--- config.mk ---
export PLATFORM = sky130hd
export DESIGN_NAME = pulse_meas
export DESIGN_NICKNAME = d
export VERILOG_FILES = /design/src/rtl/pulse_meas_pkg.sv /design/src/rtl/pulse_meas_sync_edge.sv /design/src/rtl/pulse_meas.sv
export SDC_FILE = /design/constraint.sdc
export NUM_CORES = 1
export LEC_CHECK = 0
export CAP_MARGIN = 20
export CORE_ASPECT_RATIO = 2
export CORE_MARGIN = 2
export CORE_UTILIZATION = 55
export CTS_CLUSTER_DIAMETER = 40
export DETAILED_ROUTE_END_ITERATION = 12
export MAX_ROUTING_LAYER = met4
export PLACE_DENSITY = 0.78
export RECOVER_POWER = 25
export SLEW_MARGIN = 25
export SYNTH_ARGS = -nofsm -noshare
export SYNTH_HDL_FRONTEND = slang
export SYNTH_SLANG_ARGS = --single-unit
--- constraint.sdc ---
create_clock -name clk -period 3.4 [get_ports clk]
set_input_delay 0.68 -clock clk [delete_from_list [all_inputs] [get_ports clk]]
set_output_delay 0.68 -clock clk [all_outputs]
set_load 0.01 [all_outputs]
--- src/rtl/pulse_meas_pkg.sv ---
// Shared types and helpers for the pulse measurement block.
package pulse_meas_pkg;

   typedef enum logic [1:0] {IDLE, HIGH, LOW} state_t;

   // Wide enough for a CW+1 bit difference with any CW up to 32.
   localparam int ABS_W = 33;

   function automatic logic [ABS_W-1:0] absdiff(input logic [ABS_W-1:0] a,
                                                input logic [ABS_W-1:0] b);
      return (a >= b) ? (a - b) : (b - a);
   endfunction

endpackage

--- src/rtl/pulse_meas_sync_edge.sv ---
// Two-flop synchronizer plus a delay flop, producing the synchronized level and its edges.
module sync_edge (
   input  logic clk,
   input  logic d,
   output logic level,
   output logic rise,
   output logic fall
);

   logic s1, s2, s3;

   // The flops carry no reset, so a level held through reset does not produce a false edge.
   always_ff @(posedge clk) begin
      s1 <= d;
      s2 <= s1;
      s3 <= s2;
   end

   assign level = s2;
   assign rise  = s2 & ~s3;
   assign fall  = ~s2 & s3;

endmodule

--- src/rtl/pulse_meas.sv ---
// Measures high/low time of an asynchronous waveform in clk cycles, checks tolerance, flags stuck and lock.
module pulse_meas
   import pulse_meas_pkg::*;
#(
   parameter int CW       = 16,
   parameter int EXP_TON  = 5,
   parameter int EXP_TOFF = 5,
   parameter int TOL      = 1,
   parameter int TIMEOUT  = 1000,
   parameter int LOCK_N   = 4
) (
   input  logic          clk,
   input  logic          rst,
   input  logic          en,
   input  logic          sig_in,
   output logic [CW-1:0] ton,
   output logic [CW-1:0] toff,
   output logic          meas_valid,
   output logic          err_ton,
   output logic          err_toff,
   output logic          stuck,
   output logic          lock
);

   localparam int               GW         = $clog2(LOCK_N + 1);
   localparam logic [CW-1:0]    TMO_C      = CW'(TIMEOUT);
   localparam logic [CW-1:0]    CNT_MAX    = {CW{1'b1}};
   localparam logic [ABS_W-1:0] EXP_TON_X  = ABS_W'(EXP_TON);
   localparam logic [ABS_W-1:0] EXP_TOFF_X = ABS_W'(EXP_TOFF);
   localparam logic [ABS_W-1:0] TOL_X      = ABS_W'(TOL);
   localparam logic [GW-1:0]    LOCK_C     = GW'(LOCK_N);

   function automatic logic [ABS_W-1:0] widen(input logic [CW-1:0] v);
      return {{(ABS_W-CW){1'b0}}, v};
   endfunction

   logic          sig_lvl, rise, fall;
   state_t        state, state_nxt;
   logic [CW-1:0] cnt, ton_hold;
   logic [GW-1:0] good_cnt;
   logic          start, fall_cap, meas, tmo;
   logic          err_ton_c, err_toff_c;

   sync_edge u_sync (
      .clk   (clk),
      .d     (sig_in),
      .level (sig_lvl),
      .rise  (rise),
      .fall  (fall)
   );

   always_ff @(posedge clk) begin
      if (rst) state <= IDLE;
      else     state <= state_nxt;
   end

   // In LOW the previous sample was low, so a high level is the rising edge.
   always_comb begin
      state_nxt = state;
      start     = 1'b0;
      fall_cap  = 1'b0;
      meas      = 1'b0;
      tmo       = 1'b0;
      if (!en) begin
         state_nxt = IDLE;
      end else begin
         case (state)
            IDLE: if (rise) begin
               state_nxt = HIGH;
               start     = 1'b1;
            end
            HIGH: if (cnt == TMO_C) begin
               state_nxt = IDLE;
               tmo       = 1'b1;
            end else if (fall) begin
               state_nxt = LOW;
               fall_cap  = 1'b1;
            end
            LOW: if (cnt == TMO_C) begin
               state_nxt = IDLE;
               tmo       = 1'b1;
            end else if (sig_lvl) begin
               state_nxt = HIGH;
               meas      = 1'b1;
            end
            default: state_nxt = IDLE;
         endcase
      end
   end

   assign err_ton_c  = absdiff(widen(ton_hold), EXP_TON_X) > TOL_X;
   assign err_toff_c = absdiff(widen(cnt), EXP_TOFF_X) > TOL_X;

   always_ff @(posedge clk) begin
      if (fall_cap) ton_hold <= cnt;
   end

   always_ff @(posedge clk) begin
      if (rst) begin
         cnt        <= '0;
         ton        <= '0;
         toff       <= '0;
         meas_valid <= 1'b0;
         err_ton    <= 1'b0;
         err_toff   <= 1'b0;
         stuck      <= 1'b0;
         good_cnt   <= '0;
         lock       <= 1'b0;
      end else begin
         meas_valid <= meas;
         if (!en) begin
            cnt      <= '0;
            good_cnt <= '0;
            lock     <= 1'b0;
            stuck    <= 1'b0;
         end else if (tmo) begin
            cnt      <= '0;
            stuck    <= 1'b1;
            good_cnt <= '0;
            lock     <= 1'b0;
         end else if (start) begin
            cnt   <= CW'(1);
            stuck <= 1'b0;
         end else if (fall_cap) begin
            cnt <= CW'(1);
         end else if (meas) begin
            cnt      <= CW'(1);
            ton      <= ton_hold;
            toff     <= cnt;
            err_ton  <= err_ton_c;
            err_toff <= err_toff_c;
            // An erroring period drops lock in the same update that reports it.
            if (err_ton_c || err_toff_c) begin
               good_cnt <= '0;
               lock     <= 1'b0;
            end else if (good_cnt != LOCK_C) begin
               good_cnt <= good_cnt + 1'b1;
               lock     <= ((good_cnt + 1'b1) == LOCK_C);
            end
         end else if (state != IDLE && cnt != CNT_MAX) begin
            cnt <= cnt + 1'b1;
         end
      end
   end

endmodule
# After elaboration in Yosys (flattened, before gate mapping)
# Cells that the tools add are included.
# op_classes
n_reduce_logical,14
n_bitwise,8
n_lt_le_gt_ge,4
addsub,6
n_mux,32
eq_ne,9
# op_table
op,count
greater-than comparator 33 x 1 -> 1 bit (second input constant),2
two-way mux 33 bit,2
subtractor 16 x 3 -> 17 bit (second input constant),2
subtractor 3 x 16 -> 17 bit (first input constant),2
greater-or-equal comparator 16 x 3 -> 1 bit (second input constant),2
two-way mux 1 bit,22
adder 16 x 1 -> 16 bit (second input constant),1
== test 16 x 10 -> 1 bit (second input constant),1
!= test 16 bit (second input constant),1
two-way mux 2 bit,5
two-way mux 3 bit,2
!= test 3 bit (second input constant),2
inverter 1 bit,6
one-hot mux 2 bit (3 select lines),1
nonzero test 2 bit,3
OR reduction 6 bit,1
AND reduction 5 bit,1
AND reduction 4 bit,1
nonzero test 4 bit,1
OR reduction 2 bit,2
adder 3 x 1 -> 3 bit (second input constant),1
== test 3 bit (second input constant),1
!= test 3 x 2 -> 1 bit (second input constant),1
AND reduction 3 bit,1
other kinds (8),9
# totals
register_bits,77
elab_cells,88
out_inout_bits,37
in_bits,4

# Longest topological paths before layout
# Gate-level depths: netlist (run 1).
# logic_depth
word_depth,8
mapped_depth,10

# Modules after synthesis
# Synthesis (run 1) repeated with hierarchy kept, for this count alone.
# unflattened
hier_cells,470
hier_area_um2,3967.6
# modules_own_cells
mod,cells_each,seq_area_each_um2,area_per_inst_um2,instances
pulse_meas,465,1641.6,3892.5,1
sync_edge,5,60.1,75.1,1

# Least setup slack after synthesis (run 1)
# Ideal clock, no wire load.
# synth_timing
kind,reg-to-reg
startpoint,register cnt[13]
endpoint,register good_cnt[0]
path_slack_ns,0.367
required_ns,3.341
setup_time_ns,0.059
path_buffers,1
stages_incl_launch_ff,10
arrival_time_ns,2.974
path_cell_list,dfxtp_1 -> buf_4 -> or4_4 -> or3_1 -> or4_1 -> o21ai_1 -> nand4_1 -> or4_4 -> o41ai_4 -> mux2_2
# synth_via
elab_chain_len,6
word_cells_on_any_way,21
# synth_lines
item,line_no,text
"start, declared",pulse_meas.sv:39,"logic [CW-1:0] cnt, ton_hold;"
"start signal, assigned",pulse_meas.sv:141,cnt <= cnt + 1'b1;
"subtractor 3 x 16 -> 17 bit, or another cell as far along",pulse_meas_pkg.sv:11,return (a >= b) ? (a - b) : (b - a);
two-way mux 33 bit / two-way mux 1 bit (equally long branches),"pulse_meas_pkg.sv:11, pulse_meas.sv:72",
greater-than comparator 33 x 1 -> 1 bit / two-way mux 1 bit (equally long branches),"pulse_meas.sv:92, pulse_meas.sv:67",
logical OR 1 bit / two-way mux 1 bit (equally long branches),"pulse_meas.sv:133, pulse_meas.sv:64",
nonzero test 2 bit (no source line) / inverter 1 bit (equally long branches),-,
AND reduction 4 bit (no source line),-,
"end signal, assigned",pulse_meas.sv:137,good_cnt <= good_cnt + 1'b1;
"end, declared",pulse_meas.sv:40,logic [GW-1:0] good_cnt;
# Several ways; a longest one is shown, not always the timed one.
# A chain may end at the register's enable or synchronous reset.

# Worst setup path in the final report (run 1)
# layout_timing
startpoint,register cnt[12]
endpoint,register good_cnt[0]
# Same word-level chain as after synthesis.

==> results of run 1 <==
## power by group through the flow
stage	combinational, W	sequential [W]	clock, W
floorplan	0.0000350	0.000957	0
global placement	0.0000511	0.000958	0
detailed placement	0.0000517	0.000958	0
CTS	0.0000522	0.000938	0.00106
global route	0.0000573	0.000939	0.00109
finish	0.0000517	0.000938	0.00104
## per-layer routing
layer,wire [um],vias up,track usage (%)
li1,-,1665,-
met1,3790,1577,30.44
met2,4911,117,45.61
met3,460,29,4.432
met4,344,0,14.86
met5,0,-,-
## Yosys cell counts (3+ instances only)
master / count / area (sq um)
a21o_1: 3 / 22.52
a21oi_1: 45 / 225.2
and3_1: 5 / 31.28
and4_1: 3 / 26.28
clkbuf_1: 22 / 82.58
dfxtp_1: 61 / 1221
edfxtp_1: 16 / 480.5
ha_1: 18 / 225.2
inv_1: 10 / 37.54
nand2_1: 86 / 322.8
nand2b_1: 9 / 56.30
nand3_1: 8 / 40.04
nand4_1: 7 / 43.79
nor2_1: 40 / 150.1
nor2b_1: 6 / 37.54
nor3_1: 13 / 65.06
nor4_1: 8 / 50.05
o211ai_1: 3 / 22.52
o21ai_0: 11 / 55.05
o31ai_1: 6 / 45.04
or3_1: 8 / 50.05
xnor2_1: 7 / 61.31
xor2_1: 12 / 105.1
## kinds of logic after synthesis
logic type                 after synthesis  synth area share (%)
and+or+nand+nor                        207                 25.97
muxes                                    4                 1.113
xor gates and xnor gates                19                 4.355
buffers and inverters                   37                 3.995
adders and majority gates               18                 5.894
DFF                                     77                 44.53
AOI/OAI and AO/OA                       87                 14.15
## final timing paths
| kind | slack [ps] | startpoint | end | cells after the start |
|---|---|---|---|---|
| min | 340 | u_sync.s1 | u_sync.level | 0 |
| max reg2reg | 180 | cnt[12] | good_cnt[0] | 8 |
| max | 180 | cnt[12] | good_cnt[0] | 8 |
| min reg2reg | 340 | u_sync.s1 | u_sync.level | 0 |
## stage by stage
| step | hold WS, ps | setup WS, ps | total power, W | instance area, sq um |
|---|---|---|---|---|
| global placement | 310.4 | 218.2 | 0.001009 | 4377 |
| detailed placement | 330.1 | 134.7 | 0.001010 | 4377 |
| global route | 341.4 | 35.76 | 0.002087 | 4653 |
| floorplan | 309.6 | 367.4 | 0.0009918 | 3821 |
| CTS | 340.6 | 108.6 | 0.002050 | 4705 |
| finish | 336.5 | 181.5 | 0.002030 | 4653 |
## worst max-delay path, cell delays in order, from the launching register on
cell and delay [ps]:
dfxtp_1 390, or4_4 580, or3_1 410, nor3_2 260, mux2i_1 260, xnor2_1 80, or4_4 560, o41ai_4 390
mux2_2 210
## state kept, by name (all words and copies together) (netlist names)
signal	cells
cnt	16
stuck	1
ton_hold	16
lock	1
u_sync.s1	1
err_toff	1
err_ton	1
toff	16
u_sync.level	1
state	2
ton	16
meas_valid	1
good_cnt	3
u_sync.s3	1
## cell type report
type | instances | share of cell area (%)
sequential | 77 | 36.60
clock inverter | 3 | 1.452
tap | 90 | 2.420
multi-input combinational | 335 | 42.27
inverter | 10 | 0.8067
timing repair buffer | 61 | 10.86
clock buffer | 13 | 5.593
==> flow_summary.toml, run 1 <==
[clock_network]
post_cts_buffers = 0
numCtsBuffers = 9
post_cts_resized = 0
h-tree-depth = 3
cts_tree = "built"
insertion_delay_ps = 330
path_clk_slew_ps = 60
root_buffer = "clkbuf_16"
clockBufferDepth = 2
numClockSinks = 77
cts_hold_buf = 0

[cells_and_area]
syn_to_final_growth_pct = 21.77
final_core_util_pct = 68.10
multi_input_area_sq_um = 1967
stdcell_count = 589
seqCellArea_sq_um = 1703
final_cell_mix = "nand2_1 (86), dfxtp_1 (60), a21oi_1 (45), nor2_1 (40), clkdlybuf4s50_1 (28)"
layout_commonest_cell = "nand2_1"
fillers = 585
num-nets-final = 516
drive_gt1_share_pct = 5.812
antenna_cells = 0

[synth]
syn-cell-area_sq_um = 3821
ys_seq_area_share_pct = 44.53
avgSynthCellArea_sq_um = 8.510
yosysWarnings = 0
synth_edf_count = 16
synth_cell_types = 54
synth_cells = 449
synthArstFlopShare_pct = 0
ys.flop_type = "dfxtp_1"
ys_ff_latch = 77
syn-num-nets = 471

[placed_design]
hpwl_mm = 6.995
placedCellCount = 573
routabilityCongestion = 0.9512
port-buffer-count = 40

[die]
rows = 43
fp.dieW_um = 62.94
die_h_um = 121.9
dieArea_sq_um = 7671
core_sq_um = 6833
ios = 41
initial_core_util_pct = 55.92

[global_routing]
antenna_found_initial = 0
grt_max_degree = 35
grt_first_pass_wirelength_mm = 15.72
grt_overflow = 0
grt_use_total_pct = 27.11
grt_pass1_vias = 3255

[timing]
period_share_pct = 94.66
maxSlewHeadroom_pct = 50.21
worst_slew_pin_slew_ps = 746.9
finClkSkew_ps = 7.656
max_freq_mhz = 310.7
rsz0062_at_grt = "no"
final.min_clock_period_ps = 3218
tns_ps = 0
slew_viol_final = 0
finalHoldViolCount = 0
setup_viol_count_final = 0

[setup_path]
endpoint_kind = "flip-flop"
cp-start-kind = "flip-flop"
crit_fanout = 9
cp.required_ps = 3680
crit_type = "reg -> reg"
arrival_ps = 3500

[route]
drt_iter0_drc = 272
vias_per_cell = 5.752
final_antenna_net_count = 0
vias = 3388
drt_wl_total_mm = 9.506
remaining_drc_errors = 0
firstDrtPassIters = 5
wl_per_cell_um = 16.14

[power]
power_frac_comb_pct = 2.5
clockPowerShare_pct = 51.2
p_int_w = 0.001635
ir_drop_mv = 0.4441
power_leakage_nw = 1.739
p_sw_w = 0.0003942
sw_frac_of_total_pct = 19.42
p_per_area_nw_per_um2 = 436.2
p_seq_share_pct = 46.2

[worst_hold_path]
hold_path_class = "reg -> reg"

[status]
status = "finished, final reports clean"

[flow_run]
maxCapViolCount = 0
Note: power is estimated with default switching activity, not from simulation.
==> run 2, diff against run 1 <==
--- a/config.mk
+++ b/config.mk
@@ -12,7 +12,7 @@
 export CTS_CLUSTER_DIAMETER = 40
 export DETAILED_ROUTE_END_ITERATION = 12
 export MAX_ROUTING_LAYER = met4
-export PLACE_DENSITY = 0.78
+export PLACE_DENSITY = 0.87
 export RECOVER_POWER = 25
 export SLEW_MARGIN = 25
 export SYNTH_ARGS = -nofsm -noshare
==> run 2 against run 1 <==
Compared with the run above: sequential cell count unchanged; clock power down 6%; final cell count up 0.34%; sequential power about the same; count of clock-buffer cells in the layout down 1; worst hold slack worse by 10 ps; non-clock buffer count up 2; setup slack worse by 23 ps; maximum frequency down 0.71%; power down 3.0%; clock skew down 1.7 ps; critical endpoint unchanged.
==> flow_summary.toml, run 2 (synthesis gave the netlist of run 1 again) <==
[status]
status = "finished, final reports clean"

[clock_network]
cts_tree = "built"
insertion_delay_ps = 340
path_clk_slew_ps = 60
h-tree-depth = 3
root_buffer = "clkbuf_16"
numClockSinks = 77
numCtsBuffers = 9
clockBufferDepth = 2

[setup_path]
path_delay_family = "simple AND/OR/NAND/NOR gates"
crit_buf_inv = 1
cp_slowest_cell = "or4_1"
endpoint_kind = "flip-flop"
arrival_ps = 3530
crit_fanout = 8
path_cells = "inv_1, ha_1, a21o_1, nand2b_1, or4_1, o21ai_1, nand4_1, or4_4, o41ai_4, mux2_2"
cp.required_ps = 3690
crit_type = "reg -> reg"
cpPeakStageDelay_ps = 570
cp-start-kind = "flip-flop"

[timing]
worst_slew_pin_slew_ps = 742.9
slew_viol_final = 0
finalHoldViolCount = 0
setup_viol_count_final = 0
hold_ws_ps = 326.4
tns_ps = 0
rsz0062_at_grt = "no"
maxSlewHeadroom_pct = 50.48
max_freq_mhz = 308.5
period_share_pct = 95.34
final.min_clock_period_ps = 3241
finClkSkew_ps = 5.978

[die]
initial_core_util_pct = 55.92
rows = 43
die_h_um = 121.9
fp.dieW_um = 62.94
dieArea_sq_um = 7671
ios = 41
core_sq_um = 6833

[route]
drt_wl_total_mm = 9.250
wl_per_cell_um = 15.65
route.met3.wl_um = 513
final_antenna_net_count = 0
wl_met1_mm = 3.746
drt_iter0_drc = 224
vias = 3400
firstDrtPassIters = 5
dr_wl_met2_mm = 4.713
maxUsedRoutingLayer = "met4"
remaining_drc_errors = 0
vias_per_cell = 5.753

[power]
p_per_area_nw_per_um2 = 420.7
ir_drop_mv = 0.3755
power_leakage_nw = 1.766

[cells_and_area]
final_core_util_pct = 68.50
drive_gt1_share_pct = 6.587
final_cell_mix = "nand2_1 (86), dfxtp_1 (61), a21oi_1 (45), nor2_1 (40), clkdlybuf4s50_1 (28)"
stdcell_count = 591
num-nets-final = 518
layout_commonest_cell = "nand2_1"
antenna_cells = 0
syn_to_final_growth_pct = 22.50

[global_routing]
grt_use_total_pct = 26.72
grt_overflow = 0
grt_pass1_vias = 3233
antenna_found_initial = 0
grt_max_degree = 35
grt_first_pass_wirelength_mm = 15.53

[placed_design]
routabilityCongestion = 0.9705
placedCellCount = 575
port-buffer-count = 40
hpwl_mm = 6.697

[worst_hold_path]
hold_path_class = "reg -> reg"

[flow_run]
maxCapViolCount = 0
-- run 2: cell types whose count changed in the layout (fill, tap and decap cells not counted), sizes merged --
cell | previous run | this run
buf | 7 | 11
clkbuf | 27 | 24
clkinv | 0 | 3
bufinv | 2 | 1
clkinvlp | 1 | 0
-- run 2: what timing repair did --
| item | CTS | global route |
|---|---|---|
| setup buffers | 0 | 0 |
| resized for setup | 0 | 2 |
| hold buffers | 0 | 0 |
| endpoints found under the setup margin | 0 | 3 |
-- run 2: layout make-up --
class	count	area (sq um)
clock buffers	12	267.8
flip-flops and latches	77	1702
fillers	578	2152
inverters	10	37.54
repair buffers	63	540.5
clock inverters	4	43.79
well taps	90	112.6
multi-input cells	335	1977
-- run 2: final timing paths --
path                                start  slack, ps  cells past startpoint            to
worst max register to register     cnt[1]        160                     10   good_cnt[0]
worst min register to register  u_sync.s1        330                      0  u_sync.level
worst max-delay path               cnt[1]        160                     10   good_cnt[0]
worst min-delay path            u_sync.s1        330                      0  u_sync.level
-- run 2: per-layer routing --
layer | vias to the layer above | GRT usage, %
met3 | 22 | 5.725
met1 | 1586 | 30.10
met2 | 132 | 44.75
li1 | 1660 | -
met4 | 0 | 12.78
met5 | - | -
-- run 2: report_power, final --
group | switching [W] | leakage, nW | internal [W]
combinational | 0.0000325 | 0.959 | 0.0000180
clock | 0.000353 | 0.155 | 0.000627
sequential | 0.00000414 | 0.651 | 0.000934
total | 0.000390 | 1.77 | 0.00158
-- run 2: metrics by stage --
stage                     total power [W]  setup WS, ps  instance area, sq um
after floorplan                 0.0009918         367.4                  3821
after global placement           0.001007         302.3                  4404
after detailed placement         0.001008         238.0                  4404
after CTS                        0.001990         223.5                  4716
after global routing             0.002022         14.50                  4681
final                            0.001969         158.6                  4681
-- run 2: worst register-to-register path, cell delays in order (launching register included) --
cell	delay (ps)
dfxtp_1	460
inv_1	140
ha_1	220
a21o_1	260
nand2b_1	260
or4_1	570
o21ai_1	90
nand4_1	100
or4_4	480
o41ai_4	410
mux2_2	210
